### config.mk
export PLATFORM = sky130hd
export DESIGN_NAME = assist_sequencer
export DESIGN_NICKNAME = d
export VERILOG_FILES = /design/src/rtl/assist_sequencer.sv
export SDC_FILE = /design/constraint.sdc
export NUM_CORES = 1
export LEC_CHECK = 0
export ABC_AREA = 0
export CELL_PAD_IN_SITES_DETAIL_PLACEMENT = 1
export CELL_PAD_IN_SITES_GLOBAL_PLACEMENT = 1
export CORE_MARGIN = 4
export CORE_UTILIZATION = 26
export DETAILED_ROUTE_END_ITERATION = 10
export PLACE_DENSITY = 0.56
export SLEW_MARGIN = 20
export SYNTH_ARGS = -nofsm -noshare
export SYNTH_HDL_FRONTEND = slang
export SYNTH_SLANG_ARGS = --single-unit
### constraint.sdc
create_clock -name clk_i -period 6.1 [get_ports clk_i]
set_clock_uncertainty 0.2 [all_clocks]
set_input_delay 1.22 -clock clk_i [delete_from_list [all_inputs] [get_ports clk_i]]
set_output_delay 1.22 -clock clk_i [all_outputs]
set_load 0.03 [all_outputs]
### src/rtl/assist_sequencer.sv
// Motor-assist sequencer: heart-rate PI loop, safety gating (tilt, brake, stall)
// and slew-limited PWM command toward the computed target.
module assist_sequencer #(
    parameter int unsigned KP              = 16,
    parameter int unsigned KI              = 2,
    parameter int unsigned SHIFT           = 4,
    parameter int unsigned INT_LIMIT       = 4096,
    parameter int unsigned PWM_MAX         = 511,
    parameter int unsigned TILT_LIMIT      = 45,
    parameter int unsigned RAMP_STEP       = 4,
    parameter int unsigned RAMP_DIV        = 8,
    parameter int unsigned CADENCE_TIMEOUT = 50_000_000,
    parameter int unsigned DROPOUT_CYCLES  = 150_000_000
) (
    input  logic              clk_i,
    input  logic              reset_n_i,
    input  logic              enable_i,
    input  logic [7:0]        heart_rate_i,
    input  logic              heart_rate_valid_i,
    input  logic [7:0]        heart_rate_set_point_i,
    input  logic signed [9:0] resolved_roll_i,
    input  logic signed [9:0] resolved_pitch_i,
    input  logic              cadence_i,
    input  logic              brake_i,
    input  logic              fault_clear_i,
    output logic signed [9:0] pwm_out_o,
    output logic              fault_o,
    output logic              update_done_o,
    output logic [2:0]        state_o
);

    // state  | meaning
    // IDLE   | assist off, target/integral cleared, PWM ramps to 0
    // ASSIST | PI loop active, PWM ramps toward target
    // STALL  | cadence or heart-rate dropout timeout, like IDLE
    // BRAKE  | brake held, PWM forced to 0, integral held
    // FAULT  | tilt fault latched, PWM forced to 0, integral cleared
    typedef enum logic [2:0] {
        ST_IDLE   = 3'd0,
        ST_ASSIST = 3'd1,
        ST_STALL  = 3'd2,
        ST_BRAKE  = 3'd3,
        ST_FAULT  = 3'd4
    } state_e;

    localparam int CAD_W  = $clog2(CADENCE_TIMEOUT + 1);
    localparam int DROP_W = $clog2(DROPOUT_CYCLES + 1);
    localparam int RAMP_W = (RAMP_DIV > 1) ? $clog2(RAMP_DIV) : 1;

    localparam logic [CAD_W-1:0]    CAD_MAX   = CAD_W'(CADENCE_TIMEOUT);
    localparam logic [DROP_W-1:0]   DROP_MAX  = DROP_W'(DROPOUT_CYCLES);
    localparam logic [RAMP_W-1:0]   RAMP_LAST = RAMP_W'(RAMP_DIV - 1);
    localparam logic [9:0]          TILT_LIM  = 10'(TILT_LIMIT);
    localparam logic [9:0]          PWM_LIM   = 10'(PWM_MAX);
    localparam logic [9:0]          STEP      = 10'(RAMP_STEP);
    localparam logic signed [16:0]  INT_HI    = 17'(INT_LIMIT);
    localparam logic signed [16:0]  INT_LO    = -INT_HI;
    localparam logic signed [25:0]  KP_S      = 26'(KP);
    localparam logic signed [25:0]  KI_S      = 26'(KI);
    localparam logic signed [25:0]  PWM_S     = 26'(PWM_MAX);

    state_e                state_q, state_d;
    logic [2:0]            cad_sync_q, cad_sync_d;
    logic [CAD_W-1:0]      cad_cnt_q, cad_cnt_d;
    logic [DROP_W-1:0]     drop_cnt_q, drop_cnt_d;
    logic [RAMP_W-1:0]     ramp_cnt_q, ramp_cnt_d;
    logic                  s1_q, s1_d, s2_q, s2_d;
    logic signed [8:0]     err_q, err_d;
    logic signed [15:0]    integral_q, integral_d;
    logic [9:0]            target_q, target_d;
    logic [9:0]            pwm_q, pwm_d;
    logic                  update_done_q, update_done_d;

    logic                  cad_rise, stall, tilt, stay, ramp_tick, windup_block, quiet;
    logic [9:0]            roll_abs, pitch_abs, ramp_target, diff;
    logic signed [16:0]    int_sum;
    logic signed [25:0]    sum_c, shifted;
    logic [9:0]            clamped;

    always_ff @(posedge clk_i) begin
        if (!reset_n_i) begin
            state_q       <= ST_IDLE;
            cad_sync_q    <= '0;
            cad_cnt_q     <= '0;
            drop_cnt_q    <= '0;
            ramp_cnt_q    <= '0;
            s1_q          <= 1'b0;
            s2_q          <= 1'b0;
            err_q         <= '0;
            integral_q    <= '0;
            target_q      <= '0;
            pwm_q         <= '0;
            update_done_q <= 1'b0;
        end else begin
            state_q       <= state_d;
            cad_sync_q    <= cad_sync_d;
            cad_cnt_q     <= cad_cnt_d;
            drop_cnt_q    <= drop_cnt_d;
            ramp_cnt_q    <= ramp_cnt_d;
            s1_q          <= s1_d;
            s2_q          <= s2_d;
            err_q         <= err_d;
            integral_q    <= integral_d;
            target_q      <= target_d;
            pwm_q         <= pwm_d;
            update_done_q <= update_done_d;
        end
    end

    // Unsigned negate so that -512 maps to 512 rather than overflowing.
    assign roll_abs  = resolved_roll_i[9]  ? (~resolved_roll_i  + 10'd1) : resolved_roll_i;
    assign pitch_abs = resolved_pitch_i[9] ? (~resolved_pitch_i + 10'd1) : resolved_pitch_i;
    assign tilt      = (roll_abs > TILT_LIM) || (pitch_abs > TILT_LIM);
    assign cad_rise  = cad_sync_q[1] & ~cad_sync_q[2];
    assign stall     = (cad_cnt_q == CAD_MAX) || (drop_cnt_q == DROP_MAX);

    always_comb begin
        state_d = state_q;
        if (tilt) begin
            state_d = ST_FAULT;
        end else if (state_q == ST_FAULT) begin
            if (fault_clear_i) state_d = ST_IDLE;
        end else if (brake_i) begin
            state_d = ST_BRAKE;
        end else if (state_q == ST_BRAKE) begin
            state_d = ST_IDLE;
        end else if (!enable_i) begin
            state_d = ST_IDLE;
        end else if (stall) begin
            state_d = ST_STALL;
        end else begin
            state_d = ST_ASSIST;
        end
    end

    always_comb begin
        cad_sync_d    = {cad_sync_q[1:0], cadence_i};
        cad_cnt_d     = cad_rise ? '0 : ((cad_cnt_q == CAD_MAX) ? cad_cnt_q : cad_cnt_q + 1'b1);
        drop_cnt_d    = heart_rate_valid_i ? '0 :
                        ((drop_cnt_q == DROP_MAX) ? drop_cnt_q : drop_cnt_q + 1'b1);
        ramp_tick     = (ramp_cnt_q == RAMP_LAST);
        ramp_cnt_d    = ramp_tick ? '0 : ramp_cnt_q + 1'b1;

        // Pipeline only advances while ASSIST holds across the edge; any exit aborts it.
        stay          = (state_q == ST_ASSIST) && (state_d == ST_ASSIST);
        quiet         = (state_q == ST_IDLE) || (state_q == ST_STALL) || (state_q == ST_FAULT);
        s1_d          = heart_rate_valid_i && stay && !s1_q && !s2_q;
        s2_d          = s1_q && stay;
        err_d         = err_q;
        if (s1_d) begin
            err_d = $signed({1'b0, heart_rate_set_point_i}) - $signed({1'b0, heart_rate_i});
        end

        int_sum       = {integral_q[15], integral_q} + {{8{err_q[8]}}, err_q};
        windup_block  = ((target_q == PWM_LIM) && !err_q[8] && (err_q != 9'sd0)) ||
                        ((target_q == 10'd0) && err_q[8]);
        integral_d    = integral_q;
        if (quiet) begin
            integral_d = '0;
        end else if (s1_q && stay && !windup_block) begin
            if (int_sum > INT_HI)      integral_d = INT_HI[15:0];
            else if (int_sum < INT_LO) integral_d = INT_LO[15:0];
            else                       integral_d = int_sum[15:0];
        end

        sum_c         = KP_S * {{17{err_q[8]}}, err_q} + KI_S * {{10{integral_q[15]}}, integral_q};
        shifted       = sum_c >>> SHIFT;
        if (shifted[25])          clamped = 10'd0;
        else if (shifted > PWM_S) clamped = PWM_LIM;
        else                      clamped = shifted[9:0];

        target_d      = target_q;
        update_done_d = 1'b0;
        if (quiet) begin
            target_d = '0;
        end else if (s2_q && stay) begin
            target_d      = clamped;
            update_done_d = 1'b1;
        end

        // IDLE/STALL ramp toward 0 immediately, even before the stored target clears.
        ramp_target   = (state_q == ST_ASSIST) ? target_q : 10'd0;
        diff          = (pwm_q > ramp_target) ? (pwm_q - ramp_target) : (ramp_target - pwm_q);
        pwm_d         = pwm_q;
        if ((state_d == ST_BRAKE) || (state_d == ST_FAULT)) begin
            pwm_d = '0;
        end else if (ramp_tick && (state_q != ST_BRAKE) && (state_q != ST_FAULT)) begin
            if (pwm_q < ramp_target)      pwm_d = pwm_q + ((diff > STEP) ? STEP : diff);
            else if (pwm_q > ramp_target) pwm_d = pwm_q - ((diff > STEP) ? STEP : diff);
        end
    end

    assign pwm_out_o     = pwm_q;
    assign fault_o       = (state_q == ST_FAULT);
    assign update_done_o = update_done_q;
    assign state_o       = state_q;

endmodule

==> qor.txt, run 1 <==
Core region area -> 29800 µm²
Final hold violation count -> 0
Time the final worst path needs with I/O delays and setup -> 5720 ps
Most common cell in the synthesized netlist -> sky130_fd_sc_hd__nor2_1
Fraction of layout cells with a size suffix above 1 -> 8.69%
Worst-case vdd ir drop -> 119 µV
Largest net degree at the start of global routing -> 29
Width of the chip -> 182 µm
Ranking of synthesized cells by area -> sky130_fd_sc_hd__dfxtp_1 (28%), sky130_fd_sc_hd__ha_1 (11%), sky130_fd_sc_hd__nor2_1 (6.6%)
Crit path capture type -> register
Latest clock arrival within the worst-skew pair -> 370 ps
Number of buffers added to fix hold violations after cts -> 0
RR Endpoint -> pwm_out_o[9]
Via count normalized by instance count -> 4.88
Average footprint of a synthesized cell -> 7.85 µm²
Post-synth ARST share -> 0%
Antenna violations before repair -> 0
Cell count of the worst reg-to-reg path -> 30
Number of synthesized flops with an enable pin -> 0
Syn Std Cell Area -> 7900 µm²
Post-synth top flop -> sky130_fd_sc_hd__dfxtp_1
Slowest library cell on the worst path -> sky130_fd_sc_hd__or4_4
PortBufs -> 57
Syn Nets -> 1126
Worst Setup Path Type -> register to register
Area post-placement -> 9130 µm²
Height of the die -> 182 µm
Critical R2R Launch -> state_o[0]
Share of the clock period used by the worst path -> 93.8%
Worst hold margin -> 236 ps
Lkg Pwr -> 3.89 nW
Number of max-slew violations in the final report -> 0
Worst R2R Setup Slack -> 380 ps
Cell row count -> 63
Worst Max-Slew Pin Slew -> 1020 ps
Share of synthesized area occupied by flip-flops and latches -> 28.1%
Antenna-violating nets left -> 0
Synthesis Warnings -> 0
Clock buffers created by TritonCTS -> 9
Delay of the slowest cell on the worst path -> 530 ps
Flop and latch count out of synthesis -> 111
Wire length of the first global-routing pass -> 37.1 mm
Final setup violating endpoints -> 0
Number of diodes added for antenna fixing -> 0
Status -> completed
CTS H-tree depth -> 3
Via count of the first global-routing pass -> 7271
Root Buffer -> sky130_fd_sc_hd__clkbuf_16
Mapped Cells -> 1007
Total Die Area -> 33200 µm²
Overflow after GRT -> 0
Critical Path Source -> state_o[0]
Highest Clock Rate -> 175 MHz
Initial detailed-routing violation count -> 253
Rel. slew slack -> 30.8%
Area growth from synthesis to final layout -> 21.2%
Critical path arrival -> 5800 ps
Nature of the critical path startpoint -> register
Class of the tightest hold or removal check -> register to register
Post-DR wirelength/cell -> 14.9 µm
Detailed-route DRC error count -> 0
Maximum fanout along the worst path -> 10
TritonRoute pass-1 iters -> 4
Total power divided by cell area -> 153 nW/µm²
Clock Pin Slew Worst Setup and Hold Paths -> 80 ps
Area share of the leading cell type in the synthesized netlist -> 28.1%
Number of library cell types mapped by synthesis -> 73
Initial Util -> 26.5%
CTS sink count -> 111
Cell types with the highest counts after synthesis -> sky130_fd_sc_hd__nor2_1 (138), sky130_fd_sc_hd__dfxtp_1 (111), sky130_fd_sc_hd__nand2_1 (91)
Design area -> 9580 µm²
Most area-hungry cell type in the Yosys netlist -> sky130_fd_sc_hd__dfxtp_1
Required time worst endpoint -> 6180 ps
Setup slack after layout -> 380 ps
Routed vias -> 7234
Worst-case clock buffer depth -> 2
CP endpoint -> pwm_out_o[9]
Final Wtd Congestion -> 0.828
Max-cap violations -> 0
Pwr Total -> 1.47 mW
CTS tree -> built
Routed wire length -> 22.2 mm
Post-Place Setup Slack -> 21.3 ps
Layout net count -> 1207
GR Util All Layers -> 13.3%
Detailed-placement wirelength estimate -> 17.6 mm
Top Ports -> 58
power breakdown:
part           switching [mW]  total [mW]  internal (mW)
logic                  0.0493       0.106         0.0565
clock network           0.334       0.629          0.296
registers             0.00362       0.732          0.729
metrics by stage:
step                std cells  TNS [ps]  utilization [%]
CTS                      1480         0             31.7
floorplan                1007         0                -
global placement         1463         0             30.6
detailed placement       1463         0             30.6
global route             1483     -81.6             32.1
finish                   1483         0             32.1
metal layers:
| metal | global-route usage, % | wire length, µm | up-vias |
|---|---|---|---|
| li1 | - | - | 3700 |
| met1 | 17.9 | 10800 | 3444 |
| met2 | 22.7 | 10500 | 72 |
| met3 | 1.67 | 631 | 18 |
| met4 | 3.27 | 256 | 0 |
| met5 | 0 | 0 | - |
cell families (layout without fill, tap and decap cells):
kind of cell	after synthesis	count (layout)	synth area share, %
simple gates	422	422	25.9
compound gates	212	212	17.6
flops	111	111	28.1
xor+xnor	89	89	9.87
buf+inv	82	168	3.99
fa+ha+maj	76	76	12.6
mux	15	15	1.93
worst min-delay path by stage:
stage                             start            end  slack, ps  depth (start not counted)
after floorplan           ramp_cnt_q[0]  ramp_cnt_q[0]        210                          1
after global placement    ramp_cnt_q[0]  ramp_cnt_q[0]        220                          1
after detailed placement  ramp_cnt_q[0]  ramp_cnt_q[0]        230                          1
after CTS                 ramp_cnt_q[0]  ramp_cnt_q[0]        240                          1
after global routing      cad_sync_q[0]  cad_sync_q[1]        270                          1
final                     ramp_cnt_q[0]  ramp_cnt_q[0]        240                          1
worst max-delay path, delay by kind of cell (launching register included):
family	cells	cell delay (ps)
compound gates	10	1590
buf+inv	5	580
simple gates	10	1730
flops	1	340
fa+ha+maj	3	890
xor+xnor	2	290
state kept, by name, summed over array words and instances, names as in the netlist:
register,flops
err_q,9
cad_cnt_q,26
s1_q,1
target_q,10
integral_q,16
update_done_o,1
pwm_out_o,10
cad_sync_q,3
ramp_cnt_q,3
s2_q,1
state_o,3
drop_cnt_q,28
placed cells by master (no fill, tap or decap), types with 8 or more instances in the layout:
master / count
sky130_fd_sc_hd__a211oi_1: 10
sky130_fd_sc_hd__a21o_1: 31
sky130_fd_sc_hd__a21oi_1: 58
sky130_fd_sc_hd__a31oi_1: 8
sky130_fd_sc_hd__and3_1: 12
sky130_fd_sc_hd__buf_4: 37
sky130_fd_sc_hd__clkbuf_16: 9
sky130_fd_sc_hd__clkdlybuf4s50_1: 57
sky130_fd_sc_hd__dfxtp_1: 108
sky130_fd_sc_hd__ha_1: 67
sky130_fd_sc_hd__inv_1: 56
sky130_fd_sc_hd__mux2i_1: 13
sky130_fd_sc_hd__nand2_1: 89
sky130_fd_sc_hd__nand2b_1: 11
sky130_fd_sc_hd__nand3_1: 51
sky130_fd_sc_hd__nand4_1: 9
sky130_fd_sc_hd__nor2_1: 136
sky130_fd_sc_hd__nor2b_1: 13
sky130_fd_sc_hd__nor3_1: 27
sky130_fd_sc_hd__nor4_1: 9
sky130_fd_sc_hd__o21a_1: 8
sky130_fd_sc_hd__o21ai_0: 35
sky130_fd_sc_hd__or3_1: 12
sky130_fd_sc_hd__xnor2_1: 41
sky130_fd_sc_hd__xor2_1: 48
area by class of cell:
cell class / count / area (µm²)
Multi-Input combinational cell: 814 / 5490
Inverter: 57 / 214
Clock buffer: 9 / 225
Tap cell: 390 / 488
Timing Repair Buffer: 95 / 860
Clock inverter: 7 / 76.3
Fill cell: 3617 / 20200
Sequential cell: 111 / 2230
repair_timing:
action	CTS	global route
endpoints found under the hold margin	0	0
setup buffers	1	3
resized for setup	1	28
setup endpoints to repair	1	5
pin swaps	1	18
(Power assumes the default switching activity.)
==> run 2, diff against run 1 <==
Settings changed: CORE_UTILIZATION 26 to 30, PLACE_DENSITY 0.56 to 0.62.
==> qor.txt, run 2 (synthesized netlist as in run 1, its figures left out) <==
Switching power summed over all nets -> 362 µW (was 386 µW)
Initial Util -> 30.4% (was 26.5%)
PortBufs -> 57 (unchanged)
Worst-case clock buffer depth -> 2 (unchanged)
GR Util All Layers -> 14.7% (was 13.3%)
Final setup violating endpoints -> 0 (unchanged)
Crit-path most repeated cell -> sky130_fd_sc_hd__ha_1
CTS sink count -> 111 (unchanged)
Rel. slew slack -> 37.5% (was 30.8%)
CTS tree -> built (unchanged)
Total internal power -> 1.08 mW (about the same)
Largest regs -> drop_cnt_q (28), cad_cnt_q (26), integral_q (16) (unchanged)
Number of flip-flops under the largest register name -> 28 (unchanged)
Largest net degree at the start of global routing -> 29 (unchanged)
Status -> completed (unchanged)
Fraction of layout cells with a size suffix above 1 -> 7.44% (was 8.69%)
Nature of the critical path startpoint -> register (unchanged)
Commonest cells after routing, fill and taps aside -> sky130_fd_sc_hd__nor2_1 (137), sky130_fd_sc_hd__dfxtp_1 (108), sky130_fd_sc_hd__nand2_1 (89), sky130_fd_sc_hd__ha_1 (70), sky130_fd_sc_hd__a21oi_1 (59) (was sky130_fd_sc_hd__nor2_1 (136), sky130_fd_sc_hd__dfxtp_1 (108), sky130_fd_sc_hd__nand2_1 (89), sky130_fd_sc_hd__ha_1 (67), sky130_fd_sc_hd__a21oi_1 (58))
Lkg Pwr -> 3.86 nW (was 3.89 nW)
Class of the tightest hold or removal check -> register to register (unchanged)
Initial detailed-routing violation count -> 252 (was 253)
Delay of the slowest cell on the worst path -> 390 ps (was 530 ps)
Final hold violation count -> 0 (unchanged)
Maximum fanout along the worst path -> 5 (was 10)
Root Buffer -> sky130_fd_sc_hd__clkbuf_16 (unchanged)
Worst Max-Slew Pin Slew -> 923 ps (was 1020 ps)
Max-cap violations -> 0 (unchanged)
CTS H-tree depth -> 3 (unchanged)
Via count normalized by instance count -> 5.01 (was 4.88)
Total Die Area -> 29000 µm² (was 33200 µm²)
Routed wire length -> 21.4 mm (was 22.2 mm)
Cell row count -> 59 (was 63)
Post-layout utilization of the core -> 36.3% (was 32.1%)
Worst hold margin -> 239 ps (was 236 ps)
Via count of the first global-routing pass -> 7191 (was 7271)
Clock Pin Slew Worst Setup and Hold Paths -> 90 ps (was 80 ps)
Required time worst endpoint -> 6180 ps (about the same)
Crit path capture type -> register (unchanged)
Non-filler cells, final -> 1424 (was 1483)
Latest clock arrival within the worst-skew pair -> 360 ps (was 370 ps)
Share of power burned in registers -> 50.9% (was 49.9%)
Time the final worst path needs with I/O delays and setup -> 5840 ps (was 5720 ps)
Critical path arrival -> 5920 ps (was 5800 ps)
Slowest library cell on the worst path -> sky130_fd_sc_hd__a221o_1 (was sky130_fd_sc_hd__or4_4)
Share of the clock period used by the worst path -> 95.7% (was 93.8%)
Worst Setup Path Type -> register to register (unchanged)
Top reg by flops -> drop_cnt_q (unchanged)
Highest Clock Rate -> 171 MHz (was 175 MHz)
Number of buffers added to fix hold violations after cts -> 0 (unchanged)
Width of the chip -> 170 µm (was 182 µm)
Cell Count Post-Placement -> 1401 (was 1463)
Overflow after GRT -> 0 (unchanged)
Layout net count -> 1203 (was 1207)
Area growth from synthesis to final layout -> 19.3% (was 21.2%)
Routed vias -> 7140 (was 7234)
Core region area -> 26000 µm² (was 29800 µm²)
Detailed-placement wirelength estimate -> 17.0 mm (was 17.6 mm)
Share of power burned in the clock network -> 41.8% (was 42.9%)
Combinational share of power -> 7.4% (was 7.2%)
Post-DR wirelength/cell -> 15.0 µm (was 14.9 µm)
Detailed-route DRC error count -> 0 (unchanged)
TritonRoute pass-1 iters -> 4 (unchanged)
Switching part of the total -> 25.1% (was 26.3%)
Worst-case vdd ir drop -> 112 µV (was 119 µV)
Most frequent standard cell in the layout excluding fill and tap cells -> sky130_fd_sc_hd__nor2_1 (unchanged)
Total power divided by cell area -> 153 nW/µm² (about the same)
Antenna-violating nets left -> 0 (unchanged)
Top Ports -> 58 (unchanged)
Number of max-slew violations in the final report -> 0 (unchanged)
Height of the die -> 170 µm (was 182 µm)
Antenna violations before repair -> 0 (unchanged)
Final Wtd Congestion -> 0.830 (was 0.828)
Pwr Total -> 1.44 mW (was 1.47 mW)
Number of diodes added for antenna fixing -> 0 (unchanged)
Wire length of the first global-routing pass -> 35.6 mm (was 37.1 mm)
Clock buffers created by TritonCTS -> 9 (unchanged)
-- run 2: per-stage QoR --
stage / setup WS (ps) / area, µm² / setup TNS [ps]
floorplan: 5.84 / 7920 / 0
CTS: 14.1 / 9310 / 0
finish: 260 / 9430 / 0
detailed placement: -106 / 9010 / -106
global placement: 87.0 / 9010 / 0
global route: -56.4 / 9430 / -82.9
-- run 2: critical path, delay by kind of cell, from the launching register on --
family | cells | cell delay (ps)
adder cells (fa/ha/maj) | 4 | 1050
AND/OR/NAND/NOR | 10 | 1780
AO/OA/AOI/OAI | 11 | 1900
flip-flops | 1 | 370
buffers and inverters | 4 | 340
XOR/XNOR | 1 | 100
-- run 2: cell type report --
class                           count  area [µm²]
Clock buffer                        9         225
Timing Repair Buffer               91         830
Multi-Input combinational cell    814        5440
Inverter                           57         214
Tap cell                          335         419
Clock inverter                      7        75.1
Sequential cell                   111        2230
Fill cell                        3201       16600
-- run 2: power by group through the flow --
stage	combinational (mW)	sequential [mW]	clock [mW]
after floorplan	0.0571	0.749	0
after global placement	0.107	0.749	0
after detailed placement	0.108	0.749	0
after CTS	0.108	0.732	0.625
after global routing	0.120	0.733	0.651
final	0.106	0.732	0.601
-- run 2: final timing paths --
| kind | from | endpoint | slack, ps | cells past startpoint |
|---|---|---|---|---|
| setup / recovery | state_o[0] | pwm_out_o[9] | 260 | 30 |
| hold / removal | cad_sync_q[0] | cad_sync_q[1] | 240 | 1 |
| setup reg to reg | state_o[0] | pwm_out_o[9] | 260 | 30 |
| hold reg to reg | cad_sync_q[0] | cad_sync_q[1] | 240 | 1 |
-- run 2: repair_timing --
| item | in CTS | in global routing |
|---|---|---|
| setup buffers | 1 | 6 |
| endpoints found under the setup margin | 1 | 4 |
| pin swaps | 3 | 17 |
| gates resized for setup | 1 | 15 |
-- run 2: metal layers --
metal	vias up	global-route usage (%)	routed length, µm
met5	-	0	0
met4	0	3.33	202
met3	16	2.00	623
met2	78	25.6	10300
met1	3352	19.4	10300
li1	3694	-	-
==> run 3, diff against run 2 <==
Settings changed: CAP_MARGIN set to 20.
==> results of run 3 <==
The final DEF is identical to that of run 2; final timing and power are the same.
